===== src/rtl/multicycle_ctrl_if.sv =====
// Control bus between the multi-cycle sequencer and the datapath/memory.
// master: the sequencer (drives controls); slave: datapath and memory side.
interface multicycle_ctrl_if #(
   parameter int CNT_W = 32
);
   logic [5:0]       opcode;
   logic [5:0]       funct;
   logic             alu_zero;
   logic             mem_ready;
   logic             mem_req;
   logic             mem_we;
   logic             iord;
   logic             ir_write;
   logic             mdr_write;
   logic             pc_en;
   logic [1:0]       pc_src;
   logic             alu_src_a;
   logic [1:0]       alu_src_b;
   logic [1:0]       alu_op;
   logic             reg_write;
   logic [1:0]       reg_dst;
   logic [1:0]       wb_sel;
   logic [CNT_W-1:0] retired;
   logic [1:0]       err;

   modport master (
      input  opcode, funct, alu_zero, mem_ready,
      output mem_req, mem_we, iord, ir_write, mdr_write, pc_en, pc_src,
             alu_src_a, alu_src_b, alu_op, reg_write, reg_dst, wb_sel,
             retired, err
   );

   modport slave (
      output opcode, funct, alu_zero, mem_ready,
      input  mem_req, mem_we, iord, ir_write, mdr_write, pc_en, pc_src,
             alu_src_a, alu_src_b, alu_op, reg_write, reg_dst, wb_sel,
             retired, err
   );
endinterface


===== src/rtl/multicycle_ctrl.sv =====
// Multi-cycle MIPS-subset sequencer: walks one ALU and one unified memory
// through fetch/decode/execute/memory/writeback, counts retired
// instructions and traps illegal encodings and memory timeouts.
module multicycle_ctrl #(
   parameter int MEM_TIMEOUT = 16,
   parameter int CNT_W       = 32
) (
   input logic               clk,
   input logic               rst_n,
   multicycle_ctrl_if.master bus
);
   localparam int WAIT_W = $clog2(MEM_TIMEOUT + 1);

   typedef enum logic [3:0] {
      S_FETCH, S_DECODE, S_EXEC_R, S_EXEC_I, S_MEM_ADDR, S_MEM_RD, S_MEM_WR,
      S_MEM_WB, S_ALU_WB, S_BRANCH, S_JUMP, S_JAL, S_JR, S_ERR
   } state_t;

   state_t            state_q, state_d;
   logic [WAIT_W-1:0] wait_q, wait_d;
   logic [CNT_W-1:0]  retired_q, retired_d;
   logic [1:0]        err_q, err_d;
   logic              rdst_rd_q, rdst_rd_d;   // 1: ALU_WB writes rd, 0: rt
   logic              mem_wait;
   logic              funct_ok;

   // Legal R-type functions (add/sub/and/or/slt/jr)
   always_comb begin
      funct_ok = 1'b0;
      case (bus.funct)
         6'b100000, 6'b100010, 6'b100100,
         6'b100101, 6'b101010, 6'b001000: funct_ok = 1'b1;
         default:                         funct_ok = 1'b0;
      endcase
   end

   // Next state, wait counter, error cause and retire count
   always_comb begin
      state_d   = state_q;
      err_d     = err_q;
      rdst_rd_d = rdst_rd_q;
      wait_d    = '0;
      retired_d = retired_q;
      mem_wait  = (state_q == S_FETCH || state_q == S_MEM_RD || state_q == S_MEM_WR)
                  && !bus.mem_ready;
      case (state_q)
         S_FETCH:    if (bus.mem_ready) state_d = S_DECODE;
         S_DECODE: begin
            case (bus.opcode)
               6'b000000: begin
                  if (!funct_ok)                  state_d = S_ERR;
                  else if (bus.funct == 6'b001000) state_d = S_JR;
                  else                             state_d = S_EXEC_R;
               end
               6'b001000:            state_d = S_EXEC_I;
               6'b100011, 6'b101011: state_d = S_MEM_ADDR;
               6'b000100, 6'b000101: state_d = S_BRANCH;
               6'b000010:            state_d = S_JUMP;
               6'b000011:            state_d = S_JAL;
               default:              state_d = S_ERR;
            endcase
            if (state_d == S_ERR && err_q == 2'b00) err_d = 2'b01;
         end
         S_EXEC_R: begin
            rdst_rd_d = 1'b1;
            state_d   = S_ALU_WB;
         end
         S_EXEC_I: begin
            rdst_rd_d = 1'b0;
            state_d   = S_ALU_WB;
         end
         // opcode[3] separates sw (101011) from lw (100011)
         S_MEM_ADDR: state_d = bus.opcode[3] ? S_MEM_WR : S_MEM_RD;
         S_MEM_RD:   if (bus.mem_ready) state_d = S_MEM_WB;
         S_MEM_WR:   if (bus.mem_ready) state_d = S_FETCH;
         S_ALU_WB, S_MEM_WB, S_BRANCH, S_JUMP, S_JAL, S_JR: state_d = S_FETCH;
         S_ERR:      state_d = S_ERR;
         default:    state_d = S_FETCH;
      endcase
      // A ready in the would-be timeout cycle is handled above and never gets here
      if (mem_wait) begin
         if (wait_q == WAIT_W'(MEM_TIMEOUT - 1)) begin
            state_d = S_ERR;
            if (err_q == 2'b00) err_d = 2'b10;
         end else begin
            wait_d = wait_q + 1'b1;
         end
      end
      if (state_d == S_FETCH && state_q != S_FETCH) retired_d = retired_q + 1'b1;
   end

   // State registers, synchronous reset
   always_ff @(posedge clk) begin
      if (!rst_n) begin
         state_q   <= S_FETCH;
         wait_q    <= '0;
         retired_q <= '0;
         err_q     <= 2'b00;
         rdst_rd_q <= 1'b0;
      end else begin
         state_q   <= state_d;
         wait_q    <= wait_d;
         retired_q <= retired_d;
         err_q     <= err_d;
         rdst_rd_q <= rdst_rd_d;
      end
   end

   // Control decode from state; everything forced low while reset is held
   always_comb begin
      bus.mem_req   = 1'b0;
      bus.mem_we    = 1'b0;
      bus.iord      = 1'b0;
      bus.ir_write  = 1'b0;
      bus.mdr_write = 1'b0;
      bus.pc_en     = 1'b0;
      bus.pc_src    = 2'b00;
      bus.alu_src_a = 1'b0;
      bus.alu_src_b = 2'b00;
      bus.alu_op    = 2'b00;
      bus.reg_write = 1'b0;
      bus.reg_dst   = 2'b00;
      bus.wb_sel    = 2'b00;
      bus.retired   = rst_n ? retired_q : '0;
      bus.err       = rst_n ? err_q : 2'b00;
      if (rst_n) begin
         case (state_q)
            S_FETCH: begin
               bus.mem_req   = 1'b1;
               bus.alu_src_b = 2'b01;
               bus.ir_write  = bus.mem_ready;
               bus.pc_en     = bus.mem_ready;
            end
            S_DECODE:   bus.alu_src_b = 2'b11;
            S_EXEC_R: begin
               bus.alu_src_a = 1'b1;
               bus.alu_op    = 2'b10;
            end
            S_EXEC_I, S_MEM_ADDR: begin
               bus.alu_src_a = 1'b1;
               bus.alu_src_b = 2'b10;
            end
            S_ALU_WB: begin
               bus.reg_write = 1'b1;
               bus.reg_dst   = rdst_rd_q ? 2'b01 : 2'b00;
            end
            S_MEM_RD: begin
               bus.mem_req   = 1'b1;
               bus.iord      = 1'b1;
               bus.mdr_write = bus.mem_ready;
            end
            S_MEM_WB: begin
               bus.reg_write = 1'b1;
               bus.wb_sel    = 2'b01;
            end
            S_MEM_WR: begin
               bus.mem_req = 1'b1;
               bus.mem_we  = 1'b1;
               bus.iord    = 1'b1;
            end
            S_BRANCH: begin
               bus.alu_src_a = 1'b1;
               bus.alu_op    = 2'b01;
               bus.pc_src    = 2'b01;
               bus.pc_en     = bus.alu_zero ^ bus.opcode[0];
            end
            S_JUMP: begin
               bus.pc_src = 2'b10;
               bus.pc_en  = 1'b1;
            end
            S_JAL: begin
               bus.pc_src    = 2'b10;
               bus.pc_en     = 1'b1;
               bus.reg_write = 1'b1;
               bus.reg_dst   = 2'b10;
               bus.wb_sel    = 2'b10;
            end
            S_JR: begin
               bus.pc_src = 2'b11;
               bus.pc_en  = 1'b1;
            end
            default: ;
         endcase
      end
   end
endmodule


===== src/flat_wrapper.sv =====
// flat-port wrapper written by rule: the top's interface ports become plain ports
module multicycle_ctrl_flat 
#(
   parameter int MEM_TIMEOUT = 16,
   parameter int CNT_W       = 32
)
  (clk, rst_n, bus_opcode, bus_funct, bus_alu_zero, bus_mem_ready, bus_mem_req, bus_mem_we, bus_iord, bus_ir_write, bus_mdr_write, bus_pc_en, bus_pc_src, bus_alu_src_a, bus_alu_src_b, bus_alu_op, bus_reg_write, bus_reg_dst, bus_wb_sel, bus_retired, bus_err);
  multicycle_ctrl_if #(.CNT_W(CNT_W)) bus_i ();
  input logic clk;
  input logic rst_n;
  input wire logic [$bits(bus_i.opcode)-1:0] bus_opcode;
  input wire logic [$bits(bus_i.funct)-1:0] bus_funct;
  input wire logic [$bits(bus_i.alu_zero)-1:0] bus_alu_zero;
  input wire logic [$bits(bus_i.mem_ready)-1:0] bus_mem_ready;
  output wire logic [$bits(bus_i.mem_req)-1:0] bus_mem_req;
  output wire logic [$bits(bus_i.mem_we)-1:0] bus_mem_we;
  output wire logic [$bits(bus_i.iord)-1:0] bus_iord;
  output wire logic [$bits(bus_i.ir_write)-1:0] bus_ir_write;
  output wire logic [$bits(bus_i.mdr_write)-1:0] bus_mdr_write;
  output wire logic [$bits(bus_i.pc_en)-1:0] bus_pc_en;
  output wire logic [$bits(bus_i.pc_src)-1:0] bus_pc_src;
  output wire logic [$bits(bus_i.alu_src_a)-1:0] bus_alu_src_a;
  output wire logic [$bits(bus_i.alu_src_b)-1:0] bus_alu_src_b;
  output wire logic [$bits(bus_i.alu_op)-1:0] bus_alu_op;
  output wire logic [$bits(bus_i.reg_write)-1:0] bus_reg_write;
  output wire logic [$bits(bus_i.reg_dst)-1:0] bus_reg_dst;
  output wire logic [$bits(bus_i.wb_sel)-1:0] bus_wb_sel;
  output wire logic [$bits(bus_i.retired)-1:0] bus_retired;
  output wire logic [$bits(bus_i.err)-1:0] bus_err;
  assign bus_i.opcode = bus_opcode;
  assign bus_i.funct = bus_funct;
  assign bus_i.alu_zero = bus_alu_zero;
  assign bus_i.mem_ready = bus_mem_ready;
  assign bus_mem_req = bus_i.mem_req;
  assign bus_mem_we = bus_i.mem_we;
  assign bus_iord = bus_i.iord;
  assign bus_ir_write = bus_i.ir_write;
  assign bus_mdr_write = bus_i.mdr_write;
  assign bus_pc_en = bus_i.pc_en;
  assign bus_pc_src = bus_i.pc_src;
  assign bus_alu_src_a = bus_i.alu_src_a;
  assign bus_alu_src_b = bus_i.alu_src_b;
  assign bus_alu_op = bus_i.alu_op;
  assign bus_reg_write = bus_i.reg_write;
  assign bus_reg_dst = bus_i.reg_dst;
  assign bus_wb_sel = bus_i.wb_sel;
  assign bus_retired = bus_i.retired;
  assign bus_err = bus_i.err;
  multicycle_ctrl #(.MEM_TIMEOUT(MEM_TIMEOUT), .CNT_W(CNT_W)) u_core (.clk(clk), .rst_n(rst_n), .bus(bus_i));
endmodule

===== config.mk =====
export PLATFORM = sky130hd
export DESIGN_NAME = multicycle_ctrl_flat
export DESIGN_NICKNAME = d
export VERILOG_FILES = /design/src/rtl/multicycle_ctrl_if.sv /design/src/rtl/multicycle_ctrl.sv /design/src/flat_wrapper.sv
export SDC_FILE = /design/constraint.sdc
export NUM_CORES = 1
export LEC_CHECK = 0
export CORE_UTILIZATION = 55
export CTS_BUF_LIST = sky130_fd_sc_hd__clkbuf_16
export DETAILED_ROUTE_END_ITERATION = 7
export PLACE_DENSITY = 0.95
export RECOVER_POWER = 100
export SLEW_MARGIN = 25
export SYNTH_ARGS = -nofsm -noshare
export SYNTH_HDL_FRONTEND = slang
export SYNTH_SLANG_ARGS = --single-unit

===== constraint.sdc =====
create_clock -name clk -period 6.05 [get_ports clk]
set_input_delay 0.605 -clock clk [delete_from_list [all_inputs] [get_ports clk]]
set_output_delay 0.605 -clock clk [all_outputs]
set_load 0.01 [all_outputs]

* Word level (Yosys, flattened, before mapping) *
Index checks and enable logic that the tools add are counted.
W data, S select, Z words.

operators by class
  $add $sub $neg = 2
  eq/ne operators = 28
  multiplexer cells = 47
  bitwise operators = 3
  reductions and logical operators = 24

operators by type and width
  kind                     count
  $eq A6 B6 Y1 const B     7
  $add A32 B1 Y32 const B  1
  $mux W32                 1
  $mux W4                  8
  $eq A4 B4 Y1 const B     7
  $pmux W4 S7              1
  $mux W2                  12
  $pmux W4 S6              1
  $mux W1                  17
  $eq A4 B3 Y1 const B     4
  $eq A6 B2 Y1 const B     2
  $eq A6 B3 Y1 const B     2
  $eq A6 B4 Y1 const B     2
  $pmux W2 S2              3
  $pmux W2 S3              2
  $reduce_or A2 Y1         6
  $reduce_or A3 Y1         4
  $eq A4 B2 Y1 const B     2
  $logic_not A4 Y1         2
  $logic_not A6 Y1         1
  $reduce_or A6 Y1         1
  $add A5 B1 Y5 const B    1
  $eq A5 B4 Y1 const B     1
  $eq A4 B1 Y1 const B     1
  11 further kinds         15

word-level totals
  register bits = 44
  input bits = 16
  output and inout bits = 52
  word-level logic and storage cells = 109

* Depth between registers and ports, before layout *
  depth in word-level cells = 13
  mapped depth = 10
  mapped depth without buffers = 9

* Worst setup path before layout *
No wires, ideal clock.

  path kind = in2reg
  start = in bus_opcode[0]
  end = reg u_core.retired_q[3]
  library setup time = 0.121 ns
  data arrival time = 2.421 ns
  data required time = 5.929 ns
  slack = 3.508 ns
  cell stages on the path = 8
  buffers on the path = 2
  cells stage by stage = buf_2 > nor2_1 > and3_1 > a2111oi_0 > o211ai_1 > clkbuf_1 > nor4_1 > mux2_2

on the way
  word-level cells in the longest chain between the ends = 9
  elaborated cells between the ends (all ways) = 17
  classes of those cells = eq/ne: 7; mux: 5; reduce/logical: 5

RTL lines
  element                                              RTL line                RTL
  from (decl)                                          flat_wrapper.sv:11      input wire logic [$bits(bus_i.opcode)-1:0] bus_opcode;
  $eq A6 B3 Y1 / $eq A6 B6 Y1 (equally long branches)  multicycle_ctrl.sv:49   case (bus.opcode)
  $reduce_or A2 Y1                                     multicycle_ctrl.sv:49
  $pmux W4 S6 *                                        multicycle_ctrl.sv:49
  $mux W4 *                                            multicycle_ctrl.sv:46   case (state_q)
  $pmux W4 S7 *                                        multicycle_ctrl.sv:46
  $mux W4                                              multicycle_ctrl.sv:82   if (wait_q == WAIT_W'(MEM_TIMEOUT - 1)) begin
  $mux W4 *                                            multicycle_ctrl.sv:81   if (mem_wait) begin
  $logic_not A4 Y1 *                                   multicycle_ctrl.sv:89   if (state_d == S_FETCH && state_q != S_FETCH) retired_d = retired_q + 1'b1;
  $logic_and A1 B1 Y1 *                                multicycle_ctrl.sv:89
  to (signal assigned)                                 multicycle_ctrl.sv:103  retired_q <= retired_d;
  to (decl)                                            multicycle_ctrl.sv:21   logic [CNT_W-1:0] retired_q, retired_d;

Mark *: on every way between the ends. The rest lies on a longest branch, timed or not. The select of a mux whose other input is x is not followed.
A chain may end at the register's enable or synchronous reset.

* Worst setup path in the final report *
  start = in rst_n
  end = out bus_alu_op[1]

on the way
  word-level cells in the longest chain between the ends = 1

RTL lines
  element      RTL line                RTL
  from (decl)  flat_wrapper.sv:10      input logic rst_n;
  $mux W2      multicycle_ctrl.sv:126  if (rst_n) begin
  to (decl)    flat_wrapper.sv:24      output wire logic [$bits(bus_i.alu_op)-1:0] bus_alu_op;

No other way between the ends.

==> results.md <==
* Number of nets in the layout at 456
* Clock sinks at 44
* F_max at 229.1 MHz
* Final Hold Fails at 0
* Crit. End Element: output port
* Clk network pwr share at between 20% and 30%
* Register area share after synthesis at 28.61%
* Max-Cap Viols at 1
* Post-Route Setup TNS at 0 ns
* Routability Congestion at 0.9509
* Fin crit share at roughly 72%
* Initial DRC Count at 215
* Initial Util at 58.79%
* Root buffer cell: clkbuf_16
* Synth Area in XOR/XNOR at between 1 and 1.5%
* Failing checks: max-capacitance violations, max-slew violations
* Ports at 68
* I/O Buffers at 67
* Actual slew at the worst max-slew pin at 1.733 ns
* Routed wire length at 7893 um
* Die height at slightly below 80 um
* #FFs+latches synth at 44
* Syn_area_per_cell at 7.895 um^2
* Fill cell count at 414
* Share of cells above drive strength 1 at 5.517%
* Worst vdd rail ir drop at 0.2431 mV
* Ys Warns at 0
* Power, Total at approximately 1100 uW
* Clock slew at reported path FFs at 0.06 ns
* Top cells by count, synth: nor2_1, dfxtp_1, and2_1, nor4_1, nand2_1
* Outcome: finished, violations left
* P_sw at 452.6 uW
* Ranking of synthesized cells by area: dfxtp_1, and2_1, nor2_1
* Largest family of logic cells by synthesized area: simple AND/OR/NAND/NOR gates
* Antenna violations before repair at 0
* Total CTS buffers at 5
* Netlist Area Pre-Place at 3079 um^2
* Number of synthesized flops with an enable pin at 0
* Pins Over Slew Limit at 47
* Power density cells at 280.2 nW/um^2
* Post-Synth Adder-Cell Area at 1.219%
* Via count at 3095
* Clk_lat worst skew at 0.28 ns
* Drt pass-1 iters at 5
* Skew final at 0.004029 ns
* Internal at around 610 uW
* Hold crit path type: reg2reg
* Reg power frac at around 34%
* Overall routing resource usage at 26.79%
* Most frequent cell after synthesis: nor2_1
* Area growth from synthesis to layout at 23.61%
* Die Width at 76.83 um
* Worst Path Required at 5.44 ns
* Per-cell routed wire length at 15.63 um
* Worst Setup Start Kind: input pin
* Mux cell area share after synthesis at 13.90%
* Core Area at 5238 um^2
* Hold buffers post-CTS at 0
* CTS tree: yes
* CTS max path bufs at 2
* H-tree depth at 2
* Die Area at just under 6000 um^2
* First-pass GRT wire length at ~13000 um
* Post-Synth Simple-Gate Area at 39.82%
* Max_slew headroom at -15.53%
* Final min period at 4.365 ns
* Cell Rows at 26
* Syn Nets at 409
* Sw frac at a little over two fifths
* Vias in the first global route at 2925
* Top_reg_cell synth: dfxtp_1
* Grt total ovfl at 0
* WS Path Type: in2out
* Synth Area in Compound Gates at 9.346%
* Final setup fails at 0
* Largest net degree at the start of global routing at 47
* Unique masters post-synth at 48
* Syn Inst Count at 390
* Residual DRC at 0
* Leakage at 0.001494 uW
* ANT cells at 0
* Max FO, Critical Path at 46
* Postcts setup bufs at 0
* Asr flop ratio synth at 0%
* Top cell type's share of synthesized area at approximately 29%
* DP Wirelength at around 5300 um
* Routed Antenna Nets at 0
* Largest area contributor in the netlist: dfxtp_1
* Via/cell ratio at 6.129
* Worst path arrival time at around 3.8 ns
* Combinational fraction of design power at 43.5%
* Number of gates resized after CTS at 0
* RSZ-0062 raised after global routing: no
worst paths after layout:
check / startpoint / to / slack (ns) / cells past startpoint
worst max-delay path: rst_n / bus_alu_op[1] / 1.68 / 6
worst min-delay path: u_core.wait_q[0] / u_core.wait_q[0] / 0.46 / 1
worst max register to register: u_core.state_q[0] / u_core.retired_q[0] / 2.71 / 5
worst min register to register: u_core.wait_q[0] / u_core.wait_q[0] / 0.46 / 1
flip-flops by register name, summed over array words and instances (netlist names):
signal,cells
u_core.retired_q,32
u_core.wait_q,5
u_core.state_q,4
u_core.err_q,2
u_core.rdst_rd_q,1
routing by layer:
metal	up-vias	share of wire (%)	GRT usage, %
met5	-	0	0
met4	0	1.4	10.19
met3	12	8.1	4.762
met2	162	50	48.75
met1	1436	40	30.79
li1	1485	-	-
cells by family (layout without fill, tap and decap cells):
kind of cell | after synthesis | after routing
AO/OA/AOI/OAI | 41 | 41
XOR/XNOR | 4 | 4
adder cells (fa/ha/maj) | 3 | 3
buffers and inverters | 37 | 82
flip-flops | 44 | 44
multiplexers | 38 | 38
AND/OR/NAND/NOR | 223 | 223
critical path, cell delays in order:
cell and delay (ns):
dlygate4sd3_1 0.52, clkbuf_1 1.24, inv_1 0.09, buf_4 0.33, nor4_1 0.31, dlygate4sd3_1 0.65
power by group through the flow:
| stage | combinational, uW | clock [uW] | sequential (uW) |
|---|---|---|---|
| floorplan | 401 | 0 | 332 |
| global route | 505 | 262 | 364 |
| finish | 464 | 244 | 358 |
| detailed placement | 481 | 0 | 363 |
| global placement | 465 | 0 | 362 |
| CTS | 485 | 249 | 356 |
cell type report:
class	count	area (um^2)	area share, %
Sequential cell	44	880.8	23.14
Multi-Input combinational cell	309	1997	52.47
Timing Repair Buffer	71	693.2	18.21
Inverter	6	22.52	0.5917
Tap cell	70	87.58	2.301
Clock buffer	5	125.1	3.287
placed cells by master, fill, tap and decap left out, types with 5 or more instances in the layout:
cell / n
and2_1: 5
nand2b_1: 9
nand4_1: 9
nor2_1: 58
inv_1: 6
o21ai_0: 6
nor4b_1: 5
dlygate4sd3_1: 21
nand2_1: 21
mux2_2: 12
clkbuf_16: 5
nor2b_1: 5
nor4_1: 28
dfxtp_1: 44
nand3_1: 18
mux2_1: 18
mux2i_1: 6
a21oi_1: 9
and2_0: 33
o21a_1: 6
and3_1: 12
clkdlybuf4s50_1: 46
nor3_1: 7
per-stage QoR:
stage               hold WS (ns)  cell area (um^2)  setup WS (ns)  util [%]  instances
global placement          0.4351              3706          2.790     70.76        500
global route              0.4771              3806          1.498     72.67        505
CTS                       0.4498              3831          2.791     73.15        505
finish                    0.4559              3806          1.685     72.67        505
detailed placement        0.4384              3706          2.764     70.76        500
floorplan                 0.4176              3079          3.508         -        390
(Power assumes the default switching activity.)
